### src/rtl/fp_accum_seq.sv
// Accumulation controller feeding a combinational single-precision add_sub stage.
// Optional FP_ACC_SAT_EN: clamp the running sum to signed max finite on adder overflow.
module fp_accum_seq #(
    parameter int LEN_W = 8
) (
    input  logic             clk,
    input  logic             rst,
    input  logic             start,
    input  logic [LEN_W-1:0] len,
    input  logic             in_valid,
    output logic             in_ready,
    input  logic [31:0]      in_data,
    input  logic             in_sub,
    output logic [31:0]      add_a,
    output logic [31:0]      add_b,
    output logic             add_op,
    input  logic [31:0]      add_result,
    input  logic             add_ovf,
    input  logic             add_udf,
    output logic             out_valid,
    input  logic             out_ready,
    output logic [31:0]      out_data,
    output logic             out_ovf,
    output logic             out_udf,
    output logic             busy,
    output logic [LEN_W-1:0] count
);

    typedef enum logic [2:0] {IDLE, FIRST, FETCH, EXEC, DONE} state_t;

    state_t           state_q;
    logic [31:0]      acc_q, op_q, acc_d;
    logic             op_sub_q, ovf_q, udf_q;
    logic             in_ready_q, out_valid_q, busy_q;
    logic [LEN_W-1:0] cnt_q, len_q;

`ifdef FP_ACC_SAT_EN
    assign acc_d = add_ovf ? (add_result[31] ? 32'hFF7FFFFF : 32'h7F7FFFFF) : add_result;
`else
    assign acc_d = add_result;
`endif

    // The adder only sees a real operation in EXEC; elsewhere its inputs are don't-care.
    assign add_a     = acc_q;
    assign add_b     = op_q;
    assign add_op    = (state_q == EXEC) && op_sub_q;
    assign in_ready  = in_ready_q;
    assign out_valid = out_valid_q;
    assign out_data  = acc_q;
    assign out_ovf   = ovf_q;
    assign out_udf   = udf_q;
    assign busy      = busy_q;
    assign count     = cnt_q;

    always_ff @(posedge clk) begin
        if (rst) begin
            state_q     <= IDLE;
            acc_q       <= '0;
            op_q        <= '0;
            op_sub_q    <= 1'b0;
            ovf_q       <= 1'b0;
            udf_q       <= 1'b0;
            cnt_q       <= '0;
            len_q       <= '0;
            in_ready_q  <= 1'b0;
            out_valid_q <= 1'b0;
            busy_q      <= 1'b0;
        end else begin
            case (state_q)
                IDLE: if (start) begin
                    len_q  <= len;
                    acc_q  <= '0;
                    cnt_q  <= '0;
                    ovf_q  <= 1'b0;
                    udf_q  <= 1'b0;
                    busy_q <= 1'b1;
                    if (len == '0) begin
                        state_q     <= DONE;
                        out_valid_q <= 1'b1;
                    end else begin
                        state_q    <= FIRST;
                        in_ready_q <= 1'b1;
                    end
                end
                // First operand bypasses the adder: it cannot add to +0.
                FIRST: if (in_valid) begin
                    acc_q <= {in_data[31] ^ in_sub, in_data[30:0]};
                    cnt_q <= LEN_W'(1);
                    if (len_q == LEN_W'(1)) begin
                        state_q     <= DONE;
                        in_ready_q  <= 1'b0;
                        out_valid_q <= 1'b1;
                    end else begin
                        state_q <= FETCH;
                    end
                end
                FETCH: if (in_valid) begin
                    op_q       <= in_data;
                    op_sub_q   <= in_sub;
                    cnt_q      <= cnt_q + LEN_W'(1);
                    in_ready_q <= 1'b0;
                    state_q    <= EXEC;
                end
                EXEC: begin
                    acc_q <= acc_d;
                    ovf_q <= ovf_q | add_ovf;
                    udf_q <= udf_q | add_udf;
                    if (cnt_q == len_q) begin
                        state_q     <= DONE;
                        out_valid_q <= 1'b1;
                    end else begin
                        state_q    <= FETCH;
                        in_ready_q <= 1'b1;
                    end
                end
                DONE: if (out_ready) begin
                    state_q     <= IDLE;
                    out_valid_q <= 1'b0;
                    busy_q      <= 1'b0;
                end
                default: state_q <= IDLE;
            endcase
        end
    end

endmodule

### config.mk
export PLATFORM = sky130hd
export DESIGN_NAME = fp_accum_seq
export DESIGN_NICKNAME = d
export VERILOG_FILES = /design/src/rtl/fp_accum_seq.sv
export SDC_FILE = /design/constraint.sdc
export NUM_CORES = 1
export LEC_CHECK = 0
export ABC_AREA = 1
export ABC_CLOCK_PERIOD_IN_PS = 1700
export CORE_MARGIN = 2
export CORE_UTILIZATION = 30
export DETAILED_ROUTE_END_ITERATION = 16
export PLACE_DENSITY = 0.68
export SLEW_MARGIN = 30
export SYNTH_ARGS = -nofsm -noshare
export SYNTH_HDL_FRONTEND = slang
export SYNTH_SLANG_ARGS = --single-unit
### constraint.sdc
create_clock -name clk -period 1.7 [get_ports clk]
set_input_delay 0.17 -clock clk [delete_from_list [all_inputs] [get_ports clk]]
set_output_delay 0.17 -clock clk [all_outputs]
set_load 0.01 [all_outputs]
## Yosys cells after proc, flatten, opt, wreduce, memory -nomap -nowiden

Index checks and enable logic that the tools add are counted.
Widths: inputs -> output; s select.

| word-level totals | value |
|---|---|
| register bits | 89 |
| input bits | 80 |
| output and inout bits | 110 |
| logic and storage cells | 82 |

| operators by class | value |
|---|---|
| $add $sub $neg | 1 |
| equality and inequality tests | 15 |
| muxes and demuxes | 34 |
| bitwise operators | 3 |
| reductions and logical operators | 18 |

Operators by type and width:

| operator | number |
|---|---|
| $pmux 32 s3 | 1 |
| $mux 32 | 2 |
| $mux 8 | 3 |
| $pmux 8 s3 | 1 |
| $mux 3 | 7 |
| $ne 2x2->1 const B | 8 |
| $pmux 3 s5 | 1 |
| $mux 1 | 14 |
| $reduce_and 7->1 | 2 |
| $add 8x1->8 const B | 1 |
| $eq 8x1->1 const B | 1 |
| $eq 8x8->1 | 1 |
| $logic_not 8->1 | 1 |
| $pmux 1 s4 | 2 |
| $reduce_and 4->1 | 2 |
| $reduce_bool 4->1 | 2 |
| $eq 3x2->1 const B | 2 |
| $pmux 1 s2 | 3 |
| $reduce_and 2->1 | 3 |
| $reduce_and 3->1 | 2 |
| $reduce_bool 3->1 | 2 |
| $reduce_bool 2->1 | 2 |
| $eq 3x1->1 const B | 1 |
| $eq 3x3->1 const B | 1 |
| 5 further kinds | 6 |

## Logic depth before layout (Yosys ltp)

| logic depth | value |
|---|---|
| depth in word-level cells | 4 |
| gate-level depth with buffers | 11 |

## Worst setup path before layout

No wires, ideal clock.

| timing path | value |
|---|---|
| path kind | reg2reg |
| from | register state_q[2] |
| to | register acc_q[11] (netlist: add_a[11]) |
| library setup time | 0.119 ns |
| arrival | 1.312 ns |
| data required time | 1.581 ns |
| setup slack | 0.268 ns |
| stages on the path, launching flop included | 8 |
| buffers on the path | 1 |
| path through | dfxtp_1 > nor2_1 > inv_1 > nor2_1 > o21ai_4 > buf_6 > o21ai_0 > a21oi_1 |

| on the way | value |
|---|---|
| longest elaborated chain between the ends | 3 |
| elaborated cells between the ends (all ways) | 8 |
| those cells by class | eq/ne (4); mux (1); reduce/logical (3) |

RTL lines:

| item | RTL line | RTL |
|---|---|---|
| start, declared | 31 | `state_t state_q;` |
| start signal, assigned | 57 | `state_q <= IDLE;` |
| start signal, assigned | 78 | `state_q <= DONE;` |
| start signal, assigned | 81 | `state_q <= FIRST;` |
| $eq 3x1->1, or another cell as far along | 69 | `case (state_q)` |
| $ne 2x2->1 (no line) or $reduce_bool 3->1 (tied branches) | - |  |
| $reduce_and 3->1 (no line) | - |  |
| end signal, assigned | 87 | `acc_q <= {in_data[31] ^ in_sub, in_data[30:0]};` |
| end, declared | 32 | `logic [31:0] acc_q, op_q, acc_d;` |

Several ways; a longest one is shown, not always the timed one.
A chain may end at the register's enable or synchronous reset.

## Final worst setup path

| timing path | value |
|---|---|
| from | register cnt_q[0] (netlist: count[0]) |
| to | output port count[0] |

RTL lines:

| item | RTL line | RTL |
|---|---|---|
| start, declared | 35 | `logic [LEN_W-1:0] cnt_q, len_q;` |
| start signal, assigned | 100 | `cnt_q <= cnt_q + LEN_W'(1);` |
| end, declared | 26 | `output logic [LEN_W-1:0] count` |

No word-level cell between the ends.

==> results_dict.tcl <==
set metrics [dict create \
    die_area_um2 15100 \
    clockBufferDepth 2 \
    clkLatencyLatePin_ns 0.34 \
    fin_area_um2 6560 \
    max_stage_delay_ns 0.59 \
    fin_skew_ns 0.00565 \
    mostFrequentLayoutCell "clkdlybuf4s50_1" \
    syn_to_final_growth_pct 54.9 \
    cp-start-kind "register" \
    final_nets 815 \
    ir_worst_vdd_v 0.000769 \
    power_density_nw_per_um2 1730 \
    endpoint_kind "primary output" \
    finalPower_w 0.0114 \
    drc 0 \
    yosys.cell_types.count 27 \
    finalWeightedCongestion 0.778 \
    leakagePower_nw 2.50 \
    setup_ws_ns 0.133 \
    cp.arrival_ns 1.40 \
    period_needed_ns 1.57 \
    ys_seq_area_frac 0.421 \
    setup_violations 0 \
    drv_slew 0 \
    crit_family "buffers and inverters" \
    yosys_register_bits 89 \
    wl_per_cell_um 14.8 \
    cts_tree "built" \
    drtAntennaViolNets 0 \
    slew_headroom 0.691 \
    finalWirelength_mm 13.6 \
    crit_type "register to primary output" \
    cp_data_required_time_ns 1.53 \
    drt-vias-per-instance 4.69 \
    power_frac_clock 0.211 \
    tightest_slew_ns 0.463 \
    slowest_stage "clkdlybuf4s50_1" \
    drive_gt1_frac 0.0745 \
    grt_pass1_wl_mm 20.5 \
    outcome "finished clean" \
    pwr-share-comb 0.508 \
    first_global_vias 4009 \
    cts_inserted_buffers 9 \
    first_iter_violations 191 \
    root_buffer "clkbuf_16" \
    die_y_um 123 \
    worst-path-buf-inv 1 \
    placed_cell_area_um2 6150 \
    core_region_area_um2 13800 \
    syn_area_um2 4240 \
    critPathMaxFanout 6 \
    rows 43 \
    first_pass_iters 4 \
    grt_max_degree 47 \
    cts_hold_buf 0 \
    clk_pin_slew_ns 0.07 \
    fmax_mhz 638 \
    postSynthAreaPerCell_um2 7.39 \
    p_seq_frac 0.281 \
    synthCells 573 \
    num_vias 4301 \
    cts.sinks 89 \
    die_w_um 123 \
    io_pins 190 \
    hold_viol 0 \
    synth_edf_count 0 \
    overflow 0 \
    internal_power_w 0.00724 \
    dp_hpwl_mm 9.91 \
    start_util 0.306 \
    fin_tns_setup_ns 0 \
    antenna_found_initial 0 \
    worstPathCellList "clkdlybuf4s50_1" \
    track_usage 0.177 \
    drv_cap 0 \
    syn_nets 654 \
    io_buffer_count 189 \
    synth_top_flop_cell "dfxtp_1" \
    htreeDepth 3 \
    swShare 0.363 \
    yosys_warnings 0 \
    dpl_worst_slack_ns -0.0242 \
    hold_class "input port to register" \
    finalCritPeriodShare 0.922 \
    p_switching_w 0.00413 \
    rsz0062_at_grt "yes" \
    final_cell_mix "187 x clkdlybuf4s50_1, 99 x nand2_1, 87 x dfxtp_1" \
    ys_async_sr_fraction 0 \
    antennaDiodeCount 0 \
    hold_slack_ns 0.394 \
]
cells in the mapped netlist, types with 3 or more instances:
master | count | share of area
nand2_1 | 99 | 0.088
dfxtp_1 | 89 | 0.42
nand4_1 | 3 | 0.0044
inv_2 | 5 | 0.0044
inv_1 | 63 | 0.056
buf_4 | 32 | 0.057
nand3_1 | 40 | 0.047
nor2_1 | 26 | 0.023
a21oi_1 | 83 | 0.098
o21ai_0 | 50 | 0.059
a22o_1 | 31 | 0.064
clkbuf_1 | 15 | 0.013
buf_2 | 12 | 0.014
buf_6 | 4 | 0.011
xnor2_1 | 4 | 0.0083
o21ai_1 | 3 | 0.0035
stage by stage:
step	instances	utilization
global placement	901	0.445
finish	918	0.474
CTS	916	0.470
detailed placement	901	0.445
global route	918	0.474
floorplan	573	-
per-layer routing:
layer | track usage | vias up | share of wire
li1 | - | 2180 | -
met2 | 0.290 | 152 | 0.49
met4 | 0.0711 | 0 | 0.018
met3 | 0.0418 | 12 | 0.064
met1 | 0.224 | 1957 | 0.43
met5 | 0 | - | 0
cell families after synthesis:
family,after synthesis,share of synthesized area
compound gates,170,0.232
fa+ha+maj,1,0.00295
buf+inv,131,0.155
flops,89,0.421
simple gates,176,0.177
xor+xnor,6,0.0124
layout make-up:
class	count	area, um2
Clock buffer	10	229
Clock inverter	5	129
Fill cell	1345	7270
Inverter	68	255
Multi-Input combinational cell	353	1810
Sequential cell	89	1780
Tap cell	180	225
Timing Repair Buffer	213	2130
final timing paths:
check	start	depth (start not counted)	end	slack (ns)
hold / removal	rst	3	add_b[9]$_SDFFE_PP0P_	0.39
hold reg to reg	out_valid$_SDFFE_PP0P_	2	out_valid$_SDFFE_PP0P_	0.45
setup reg to reg	state_q[2]$_SDFFE_PP0P_	10	count[7]$_SDFFE_PP0P_	0.14
setup / recovery	count[0]$_SDFFE_PP0P_	1	count[0]	0.13
what timing repair did:
action                     CTS  global route
resized for setup            1             7
buffers inserted             0             1
cloned                       0             1
setup endpoints to repair    1            17
pin swaps                    0             1
power groups by stage:
stage                     sequential (W)  clock (W)  combinational (W)
final                            0.00320    0.00239            0.00577
after global routing             0.00328    0.00256            0.00632
after CTS                        0.00321    0.00246            0.00558
after detailed placement         0.00325          0            0.00556
after global placement           0.00324          0            0.00553
after floorplan                  0.00336          0            0.00310
flip-flops by register name, indices dropped and copies added, names as in the netlist:
register   cells
state_q        3
busy           1
out_udf        1
len_q          8
count          8
in_ready       1
add_a         32
out_ovf        1
out_valid      1
op_sub_q       1
add_b         32
No activity file was read; power rests on OpenSTA's default activity.
==> RTL change (config.mk and constraints unchanged) <==
The option `FP_ACC_SAT_EN` is turned on by a define.
--- a/src/rtl/fp_accum_seq.sv
+++ b/src/rtl/fp_accum_seq.sv
@@ -1,5 +1,7 @@
 // Accumulation controller feeding a combinational single-precision add_sub stage.
 // Optional FP_ACC_SAT_EN: clamp the running sum to signed max finite on adder overflow.
+`define FP_ACC_SAT_EN
+
 module fp_accum_seq #(
     parameter int LEN_W = 8
 ) (
Function: changed (a bounded check fails within 10 cycles, from zero or initial values and one cycle with rst high).
==> RTL change against the original RTL <==
  * Design area decreased by 2.6%
  * Synthesized area decreased by 1.0%
  * Setup slack got worse by 0.038 ns
  * Via count increased by 1.6%
  * Global-route usage decreased by 0.073 points
  * Power decreased by 25%
  * Largest power group unchanged
  * Clock skew increased by 0.0013 ns
  * Clock power decreased by 24%
  * Routed wire length decreased by 1.8%
  * Sequential cell count unchanged
  * Highest routed layer unchanged
  * Die area decreased by 1.0%
  * First-iteration DRC count increased by 42%
==> RTL change: results (changes against the original RTL) <==
======================================================================================
Maximum number of pins on one net before global-route repair ............           70   was 47
Weighted congestion reported at the end of routability-driven placement .       0.8640   was 0.7777
Proportion of synthesized chip area in sequential cells .................       42.51%   was 42.07%
Clock slew seen by the registers of the worst setup and hold paths ......      0.06 ns
Worst Tran Pin Value ....................................................    0.3696 ns   was 0.4630 ns
Count of port buffers added during placement ............................          189   unchanged
Number of buffers inserted during clock tree synthesis ..................            9   unchanged
Leading register cell type out of synthesis ............................. sky130_fd_sc_hd__dfxtp_1   unchanged
Syn_area_per_cell .......................................................   7.033 um^2   was 7.391 um^2
Peak ir drop on the vdd network .........................................    0.7446 mV   was 0.7690 mV
Result of the run ....................................................... complete, no violations   unchanged
Total nets after synthesis ..............................................          677   was 654
Root buf cell ........................................................... sky130_fd_sc_hd__clkbuf_16   unchanged
Number of fillers in the final layout ...................................         1385   was 1345
Clock insertion delay at the later pin of the skew report ...............      0.35 ns
Overall track demand over capacity in global routing ....................       17.64%   was 17.71%
Pins Over Slew Limit ....................................................            0   unchanged
Highest net fanout along the worst path .................................            4   was 6
Post-detail-place hpwl ..................................................      9492 um   was 9911 um
Largest stage delay, worst path .........................................      0.35 ns   was 0.59 ns
Nets ....................................................................          831   was 815
Violation count after the first detailed-route iteration ................          271   was 191
Remaining design rule violation count ...................................            0   unchanged
Area fraction of the dominant cell type after synthesis .................       42.51%   was 42.07%
Fraction of layout cells with a size suffix above 1 .....................       6.375%   was 7.453%
First-pass GRT wire length ..............................................     20540 um   was 20510 um
H-tree depth ............................................................            3   unchanged
Initial antenna violation count .........................................            0   unchanged
Via total after detailed routing ........................................         4369   was 4301
Library cell contributing the largest single delay on the critical path . sky130_fd_sc_hd__dfxtp_1   was sky130_fd_sc_hd__clkdlybuf4s50_1
FF-to-FF path depth .....................................................            9   was 10
Depth of the worst hold-timing path .....................................            4   was 3
Top cells by area, synth ................................................ sky130_fd_sc_hd__dfxtp_1, sky130_fd_sc_hd__a21oi_1, sky130_fd_sc_hd__nand2_1   unchanged
Number of global-route vias before repair ...............................         4052   was 4009
Number of different library cells in the post-synthesis netlist .........           25   was 27
Arrival @ worst endpoint ................................................      1.44 ns   was 1.40 ns
Max Clock Skew ..........................................................  0.006959 ns   was 0.005651 ns
Leakage .................................................................     2.286 nW   was 2.504 nW
Average wire per cell in the routed design ..............................     14.32 um   was 14.82 um
Most used standard cells in the synthesized netlist ..................... sky130_fd_sc_hd__nand2_1, sky130_fd_sc_hd__a21oi_1, sky130_fd_sc_hd__dfxtp_1   was sky130_fd_sc_hd__nand2_1, sky130_fd_sc_hd__dfxtp_1, sky130_fd_sc_hd__a21oi_1
Cell family with most CP delay .......................................... buffers and inverters   unchanged
======================================================================================
RTL change: changes by cell type after synthesis, sizes merged, moves of 2 or more:
cell    unedited run  this run
o21ai             55        50
nand3             40        42
clkbuf            15        22
nor3               1         4
nand2            101       123
inv               68        31
nor2              29        62
a22o              31         0
buf               48        45
a21oi             83       113
RTL change: metal layers:
layer	vias to the layer above	global-route usage (%)	share of wire [%]
li1	2239	-	-
met4	0	6.322	1.2
met2	138	27.78	47
met1	1980	22.66	45
met3	12	5.524	7.5
met5	-	0	0
RTL change: kinds of logic after synthesis:
group / synth area share (%)
AND/OR/NAND/NOR: 23.67
AO/OA/AOI/OAI: 19.85
buffers and inverters: 12.42
flip-flops: 42.51
XOR/XNOR: 1.254
adder cells (fa/ha/maj): 0.2985
RTL change: tightest hold or removal path, delay by kind of cell:
| family | cells | cell delay [ns] |
|---|---|---|
| simple gates | 1 | 0.09 |
| compound gates | 1 | 0.03 |
| buf+inv | 2 | 0.25 |
RTL change: worst paths after layout:
path	startpoint	end	slack, ns
max	state_q[2]$_SDFFE_PP0P_	add_op	0.09
min	rst	out_valid$_SDFFE_PP0P_	0.24
max reg2reg	state_q[2]$_SDFFE_PP0P_	add_a[28]$_SDFFE_PP0P_	0.13
min reg2reg	out_valid$_SDFFE_PP0P_	out_valid$_SDFFE_PP0P_	0.44
RTL change: repair_timing:
item,CTS,global route
setup buffers,0,2
setup endpoints to repair,1,34
gates resized for setup,2,2
RTL change: final cells by class:
type,count,share of cell area [%]
Tap cell,180,3.525
Inverter,32,1.939
Clock inverter,5,0.5484
Multi-Input combinational cell,408,29.57
Clock buffer,9,3.525
Sequential cell,89,27.91
Timing Repair Buffer,210,32.98
RTL change: through the flow:
| step | cells | hold WS (ns) | cell area [um^2] | setup WS, ns | TNS [ns] |
|---|---|---|---|---|---|
| 6_report | 933 | 0.2434 | 6389 | 0.09451 | 0 |
| 5_1_grt | 933 | 0.2617 | 6389 | 0.001200 | 0 |
| 4_1_cts | 931 | 0.2493 | 6369 | 0.003854 | 0 |
| 3_5_place_dp | 917 | 0.4378 | 6108 | -0.01079 | -0.01206 |
| 3_3_place_gp | 917 | 0.4313 | 6108 | 0.03249 | 0 |
| 2_1_floorplan | 596 | 0.3351 | 4192 | 0.2822 | 0 |
RTL change: report_power, final:
group | total [mW] | internal (mW) | switching (mW)
logic | 3.96 | 1.83 | 2.13
clock network | 1.82 | 0.974 | 0.842
registers | 2.78 | 2.48 | 0.303
total | 8.56 | 5.28 | 3.28
